--- config.mk ---
export PLATFORM = sky130hd
export DESIGN_NAME = uart_rx_core
export DESIGN_NICKNAME = d
export VERILOG_FILES = /design/src/rtl/uart_pkg.sv /design/src/rtl/uart_sync2.sv /design/src/rtl/uart_rx_core.sv
export SDC_FILE = /design/constraint.sdc
export NUM_CORES = 1
export LEC_CHECK = 0
export CAP_MARGIN = 20
export CORE_MARGIN = 10
export CORE_UTILIZATION = 40
export CTS_CLUSTER_DIAMETER = 40
export CTS_CLUSTER_SIZE = 10
export DETAILED_ROUTE_END_ITERATION = 8
export SLEW_MARGIN = 20
export SYNTH_ARGS = -nofsm -noshare
export SYNTH_HDL_FRONTEND = slang
export SYNTH_HIERARCHICAL = 1
export SYNTH_SLANG_ARGS = --single-unit
--- constraint.sdc ---
create_clock -name clk -period 3.7 [get_ports clk]
set_input_delay 0.37 -clock clk [delete_from_list [all_inputs] [get_ports clk]]
set_output_delay 0.37 -clock clk [all_outputs]
set_load 0.02 [all_outputs]
--- src/rtl/uart_pkg.sv ---
// Shared definitions for the UART receiver: FSM state encoding and parity modes.
package uart_pkg;

    typedef enum logic [2:0] {
        ST_IDLE,
        ST_START,
        ST_DATA,
        ST_PARITY,
        ST_STOP
    } rx_state_e;

    localparam int PAR_NONE = 0;
    localparam int PAR_ODD  = 1;
    localparam int PAR_EVEN = 2;

endpackage

--- src/rtl/uart_sync2.sv ---
// Two-flop synchronizer for the asynchronous serial line; resets to the idle-high level.
module uart_sync2 (
    input  logic clk,
    input  logic reset_p,
    input  logic d,
    output logic q
);

    logic meta_q, meta_d;
    logic sync_q, sync_d;

    always_comb begin
        meta_d = d;
        sync_d = meta_q;
    end

    always_ff @(posedge clk or posedge reset_p) begin
        if (reset_p) begin
            meta_q <= 1'b1;
            sync_q <= 1'b1;
        end else begin
            meta_q <= meta_d;
            sync_q <= sync_d;
        end
    end

    assign q = sync_q;

endmodule

--- src/rtl/uart_rx_core.sv ---
// UART receiver: mid-bit sampling FSM with optional parity, 1-2 stop bits and a
// single-entry output holding register with overrun reporting.
module uart_rx_core #(
    parameter int CLKS_PER_BIT = 13021,
    parameter int DATA_BITS    = 8,
    parameter int PARITY       = 0,
    parameter int STOP_BITS    = 1
) (
    input  logic                 clk,
    input  logic                 reset_p,
    input  logic                 RX,
    input  logic                 rx_ready,
    output logic [DATA_BITS-1:0] rx_data,
    output logic                 rx_valid,
    output logic                 parity_err,
    output logic                 frame_err,
    output logic                 overrun,
    output logic                 busy
);

    import uart_pkg::*;

    localparam int CNT_W = $clog2(CLKS_PER_BIT);
    localparam int BIT_W = $clog2(DATA_BITS);

    localparam logic [CNT_W-1:0] CNT_HALF  = CNT_W'((CLKS_PER_BIT - 1) / 2);
    localparam logic [CNT_W-1:0] CNT_FULL  = CNT_W'(CLKS_PER_BIT - 1);
    localparam logic [CNT_W-1:0] CNT_ONE   = CNT_W'(1);
    localparam logic [BIT_W-1:0] LAST_DATA = BIT_W'(DATA_BITS - 1);
    localparam logic [BIT_W-1:0] LAST_STOP = BIT_W'(STOP_BITS - 1);
    localparam logic [BIT_W-1:0] BIT_ONE   = BIT_W'(1);

    rx_state_e            state_q, state_d;
    logic [CNT_W-1:0]     clk_cnt_q, clk_cnt_d;
    logic [BIT_W-1:0]     bit_cnt_q, bit_cnt_d;
    logic [DATA_BITS-1:0] shift_q, shift_d;
    logic                 par_flag_q, par_flag_d;
    logic                 frm_flag_q, frm_flag_d;
    logic                 rx_prev_q, rx_prev_d;
    logic [DATA_BITS-1:0] rx_data_q, rx_data_d;
    logic                 rx_valid_q, rx_valid_d;
    logic                 parity_err_q, parity_err_d;
    logic                 frame_err_q, frame_err_d;
    logic                 overrun_q, overrun_d;

    logic rx_s;
    logic sample;
    logic done;
    logic frm_final;

    uart_sync2 u_sync (
        .clk     (clk),
        .reset_p (reset_p),
        .d       (RX),
        .q       (rx_s)
    );

    function automatic logic parity_bad(input logic [DATA_BITS-1:0] data, input logic pbit);
        logic x;
        x = (^data) ^ pbit;
        return (PARITY == PAR_ODD) ? ~x : x;
    endfunction

    always_comb begin
        state_d      = state_q;
        clk_cnt_d    = clk_cnt_q;
        bit_cnt_d    = bit_cnt_q;
        shift_d      = shift_q;
        par_flag_d   = par_flag_q;
        frm_flag_d   = frm_flag_q;
        rx_prev_d    = rx_s;
        rx_data_d    = rx_data_q;
        rx_valid_d   = rx_valid_q;
        parity_err_d = parity_err_q;
        frame_err_d  = frame_err_q;
        overrun_d    = 1'b0;
        done         = 1'b0;
        frm_final    = frm_flag_q;
        sample       = (clk_cnt_q == CNT_FULL);

        case (state_q)
            ST_IDLE: begin
                clk_cnt_d = '0;
                bit_cnt_d = '0;
                if (rx_prev_q && !rx_s) begin
                    state_d    = ST_START;
                    par_flag_d = 1'b0;
                    frm_flag_d = 1'b0;
                end
            end
            ST_START: begin
                if (clk_cnt_q == CNT_HALF) begin
                    clk_cnt_d = '0;
                    state_d   = rx_s ? ST_IDLE : ST_DATA;
                end else begin
                    clk_cnt_d = clk_cnt_q + CNT_ONE;
                end
            end
            ST_DATA: begin
                if (sample) begin
                    clk_cnt_d = '0;
                    shift_d   = {rx_s, shift_q[DATA_BITS-1:1]};
                    if (bit_cnt_q == LAST_DATA) begin
                        bit_cnt_d = '0;
                        state_d   = (PARITY == PAR_NONE) ? ST_STOP : ST_PARITY;
                    end else begin
                        bit_cnt_d = bit_cnt_q + BIT_ONE;
                    end
                end else begin
                    clk_cnt_d = clk_cnt_q + CNT_ONE;
                end
            end
            ST_PARITY: begin
                if (sample) begin
                    clk_cnt_d  = '0;
                    par_flag_d = parity_bad(shift_q, rx_s);
                    state_d    = ST_STOP;
                end else begin
                    clk_cnt_d = clk_cnt_q + CNT_ONE;
                end
            end
            ST_STOP: begin
                if (sample) begin
                    clk_cnt_d  = '0;
                    frm_final  = frm_flag_q | ~rx_s;
                    frm_flag_d = frm_final;
                    if (bit_cnt_q == LAST_STOP) begin
                        // Back to IDLE immediately so a start edge on the next cycle is seen.
                        done      = 1'b1;
                        bit_cnt_d = '0;
                        state_d   = ST_IDLE;
                    end else begin
                        bit_cnt_d = bit_cnt_q + BIT_ONE;
                    end
                end else begin
                    clk_cnt_d = clk_cnt_q + CNT_ONE;
                end
            end
            default: state_d = ST_IDLE;
        endcase

        if (rx_valid_q && rx_ready) begin
            rx_valid_d = 1'b0;
        end
        if (done) begin
            if (!rx_valid_q || rx_ready) begin
                rx_data_d    = shift_q;
                parity_err_d = par_flag_q;
                frame_err_d  = frm_final;
                rx_valid_d   = 1'b1;
            end else begin
                overrun_d = 1'b1;
            end
        end
    end

    always_ff @(posedge clk or posedge reset_p) begin
        if (reset_p) begin
            state_q      <= ST_IDLE;
            clk_cnt_q    <= '0;
            bit_cnt_q    <= '0;
            shift_q      <= '0;
            par_flag_q   <= 1'b0;
            frm_flag_q   <= 1'b0;
            rx_prev_q    <= 1'b1;
            rx_data_q    <= '0;
            rx_valid_q   <= 1'b0;
            parity_err_q <= 1'b0;
            frame_err_q  <= 1'b0;
            overrun_q    <= 1'b0;
        end else begin
            state_q      <= state_d;
            clk_cnt_q    <= clk_cnt_d;
            bit_cnt_q    <= bit_cnt_d;
            shift_q      <= shift_d;
            par_flag_q   <= par_flag_d;
            frm_flag_q   <= frm_flag_d;
            rx_prev_q    <= rx_prev_d;
            rx_data_q    <= rx_data_d;
            rx_valid_q   <= rx_valid_d;
            parity_err_q <= parity_err_d;
            frame_err_q  <= frame_err_d;
            overrun_q    <= overrun_d;
        end
    end

    assign rx_data    = rx_data_q;
    assign rx_valid   = rx_valid_q;
    assign parity_err = parity_err_q;
    assign frame_err  = frame_err_q;
    assign overrun    = overrun_q;
    assign busy       = (state_q != ST_IDLE);

endmodule

==> key figures <==
Floorplanning
  – I/O pin cnt: 17
  – Rows: 27
  – Die X: 96.1 microns
  – Die area: 9230 sq um
  – Die Y-Extent: 96.1 microns
  – Initial Utilization: 41.5%
  – Core Area: 5570 sq um

Route
  – Detailed Routing Iterations Pass 1: 4
  – Post-Route WL: 4020 microns
  – Total number of vias: 1484
  – Antenna Nets Post-Route: 0
  – DR vias/cell: 5.06
  – Avg WL per Cell: 13.7 microns
  – DRT iter0 DRCs: 75
  – Drt drc: 0

Critical path
  – CP endpoint kind: flip-flop
  – Worst Path Required: 3.89 ns
  – Critical Setup Path Class: reg -> reg
  – Crit-path max FO: 11
  – Startpoint types: flip-flop
  – Critical path data arrival time: 3.02 ns

Yosys
  – Dominant synthesized flop cell: dfrtp_1
  – Synth Cell Area: 2310 sq um
  – Synthesized Nets: 213
  – Dominant cells by area after synthesis: dfrtp_1, mux2_4, mux2_2
  – Post-synth top area share: 45.4%
  – Number of synthesized flops with an enable pin: 0
  – FFs w/ async S/R, synth: 100%
  – Most frequent cell after synthesis: dfrtp_1
  – #FFs+latches synth: 45
  – YS warnings: 6
  – Syn Area/Cell: 11.4 sq um
  – Yosys cell types: 47
  – Mapped Cells: 203
  – Register area share after synthesis: 48.8%
  – Yosys top cell by area: dfrtp_1
  – Post-synth top cells: dfrtp_1, nor2_1, inv_1

Global route
  – Grt ovf: 0
  – Global Route Usage Sum: 9.38%
  – Vias in the first global route: 1454
  – Largest net degree at the start of global routing: 28
  – Initial antenna violation count: 0
  – First-pass GRT wire length: 6910 microns

Timing
  – Final hold violation count: 0
  – Fin crit period: 2.83 ns
  – Final Skew: 0.0116 ns
  – Pins Over Slew Limit: 0
  – Final hold slack: 0.360 ns
  – Achievable frequency: 353 MHz
  – RSZ-0062 raised after global routing: no
  – # setup viols final: 0
  – Worst-margin pin slew: 0.874 ns
  – Final worst path period share: 76.5%
  – Setup TNS: 0 ns
  – Slew HR: 41.5%

Power and ir drop
  – Pwr dens: 345 nW/um^2
  – Worst vdd ir: 0.233 mV
  – Leak pwr: 1.18 nW

Final layout
  – ANT cells: 0
  – Layout net count: 230
  – Final Util: 47.0%
  – Final instance area: 2620 sq um
  – Share of cells above drive strength 1: 17.6%
  – Area grow syn2layout: 13.1%

Placement
  – Port Buffers: 16
  – Post-DP HPWL: 2940 microns
  – Placed Area: 2530 sq um
  – GPL Wtd Cong: 0.769

Clock tree
  – TritonCTS clock tree: yes
  – Clock Sinks: 45
  – Clock root buffer: clkbuf_8
  – CTS Hold Bufs: 0
  – Post_cts resized: 0
  – H-tree depth: 2
  – Worst-Skew Late Latency: 0.30 ns
  – Setup Buffers After CTS: 0
  – Num CTS Buffers: 5
  – Clock Pin Slew Worst Setup and Hold Paths: 0.09 ns
  – CTS max path bufs: 2

Outcome
  – Status: finished clean

Run
  – Max-cap viol count: 0

Min path
  – Hold WC Path Type: reg -> reg
-- cell type report --
type / count / area (sq um)
Fill cell: 517 / 2960
Sequential cell: 45 / 1130
Multi-Input combinational cell: 139 / 1090
Timing Repair Buffer: 17 / 168
Tap cell: 72 / 90.1
Clock buffer: 5 / 68.8
Inverter: 12 / 45.0
Clock inverter: 3 / 22.5
-- cell families after synthesis --
family / after synthesis / share of synthesized area, %
XOR/XNOR: 18 / 6.81
adder cells (fa/ha/maj): 8 / 4.16
multiplexers: 17 / 9.57
buffers and inverters: 19 / 3.95
AO/OA/AOI/OAI: 26 / 8.59
flip-flops: 45 / 48.8
AND/OR/NAND/NOR: 70 / 18.1
-- path summary, 6_finish.rpt --
kind                                               start                   endpoint  slack [ns]  depth (start not counted)
min in group asynchronous                        reset_p  clk_cnt_q[13]$_DFFE_PP0P_        0.39                          2
worst min-delay path             u_sync/meta_q$_DFF_PP1_         u_sync/q$_DFF_PP1_        0.36                          0
worst max register to register  clk_cnt_q[0]$_DFFE_PP0P_     rx_data[7]$_DFFE_PP0P_        0.87                          6
max in group asynchronous                        reset_p        rx_prev_q$_DFF_PP1_        2.57                          3
worst min register to register   u_sync/meta_q$_DFF_PP1_         u_sync/q$_DFF_PP1_        0.36                          0
worst max-delay path            clk_cnt_q[0]$_DFFE_PP0P_     rx_data[7]$_DFFE_PP0P_        0.87                          6
-- metrics by stage --
stage / cells / total power, mW / worst slack (ns)
after detailed placement: 285 / 0.602 / 0.864
after floorplan: 203 / 0.582 / 1.42
final: 293 / 0.902 / 0.870
after global placement: 285 / 0.600 / 0.886
after global routing: 293 / 0.944 / 0.689
after CTS: 293 / 0.915 / 0.861
-- state kept, by name, summed over array words and instances (netlist names), 3 cells and up --
signal / count
state_q: 3
bit_cnt_q: 3
shift_q: 8
clk_cnt_q: 14
rx_data: 8
-- where the power goes --
group / internal (mW) / switching (mW)
logic: 0.0270 / 0.0464
clock network: 0.134 / 0.178
registers: 0.504 / 0.0123
-- cells in the final DEF (no fill, tap or decap), drive strengths merged, types with 3 or more instances in the layout --
cell and count:
xor2 8, xnor2 10, clkbuf 5, mux2 17, a21oi 4, nor3 5, nor3b 3, ha 6
nand2 11, nor2 19, dfstp 3, clkdlybuf4s50 16, nand3 10, nand2b 6, dfrtp 42, o21ai 6
clkinv 4, inv 11
-- metal layers --
layer | vias to the layer above | share of wire, % | track usage [%]
met4 | 0 | 1.6 | 3.93
met2 | 25 | 45 | 13.8
li1 | 732 | - | -
met3 | 8 | 5.7 | 2.88
met5 | - | 0 | 0
met1 | 719 | 48 | 12.4
-- critical path, stage by stage, from the launching register on --
cell	delay, ns
dfrtp_1	0.40
inv_1	0.12
ha_1	0.21
nand4b_4	0.13
or4_4	0.62
nor4b_4	0.83
mux2_2	0.41
Power figures use the tool's default switching activity.
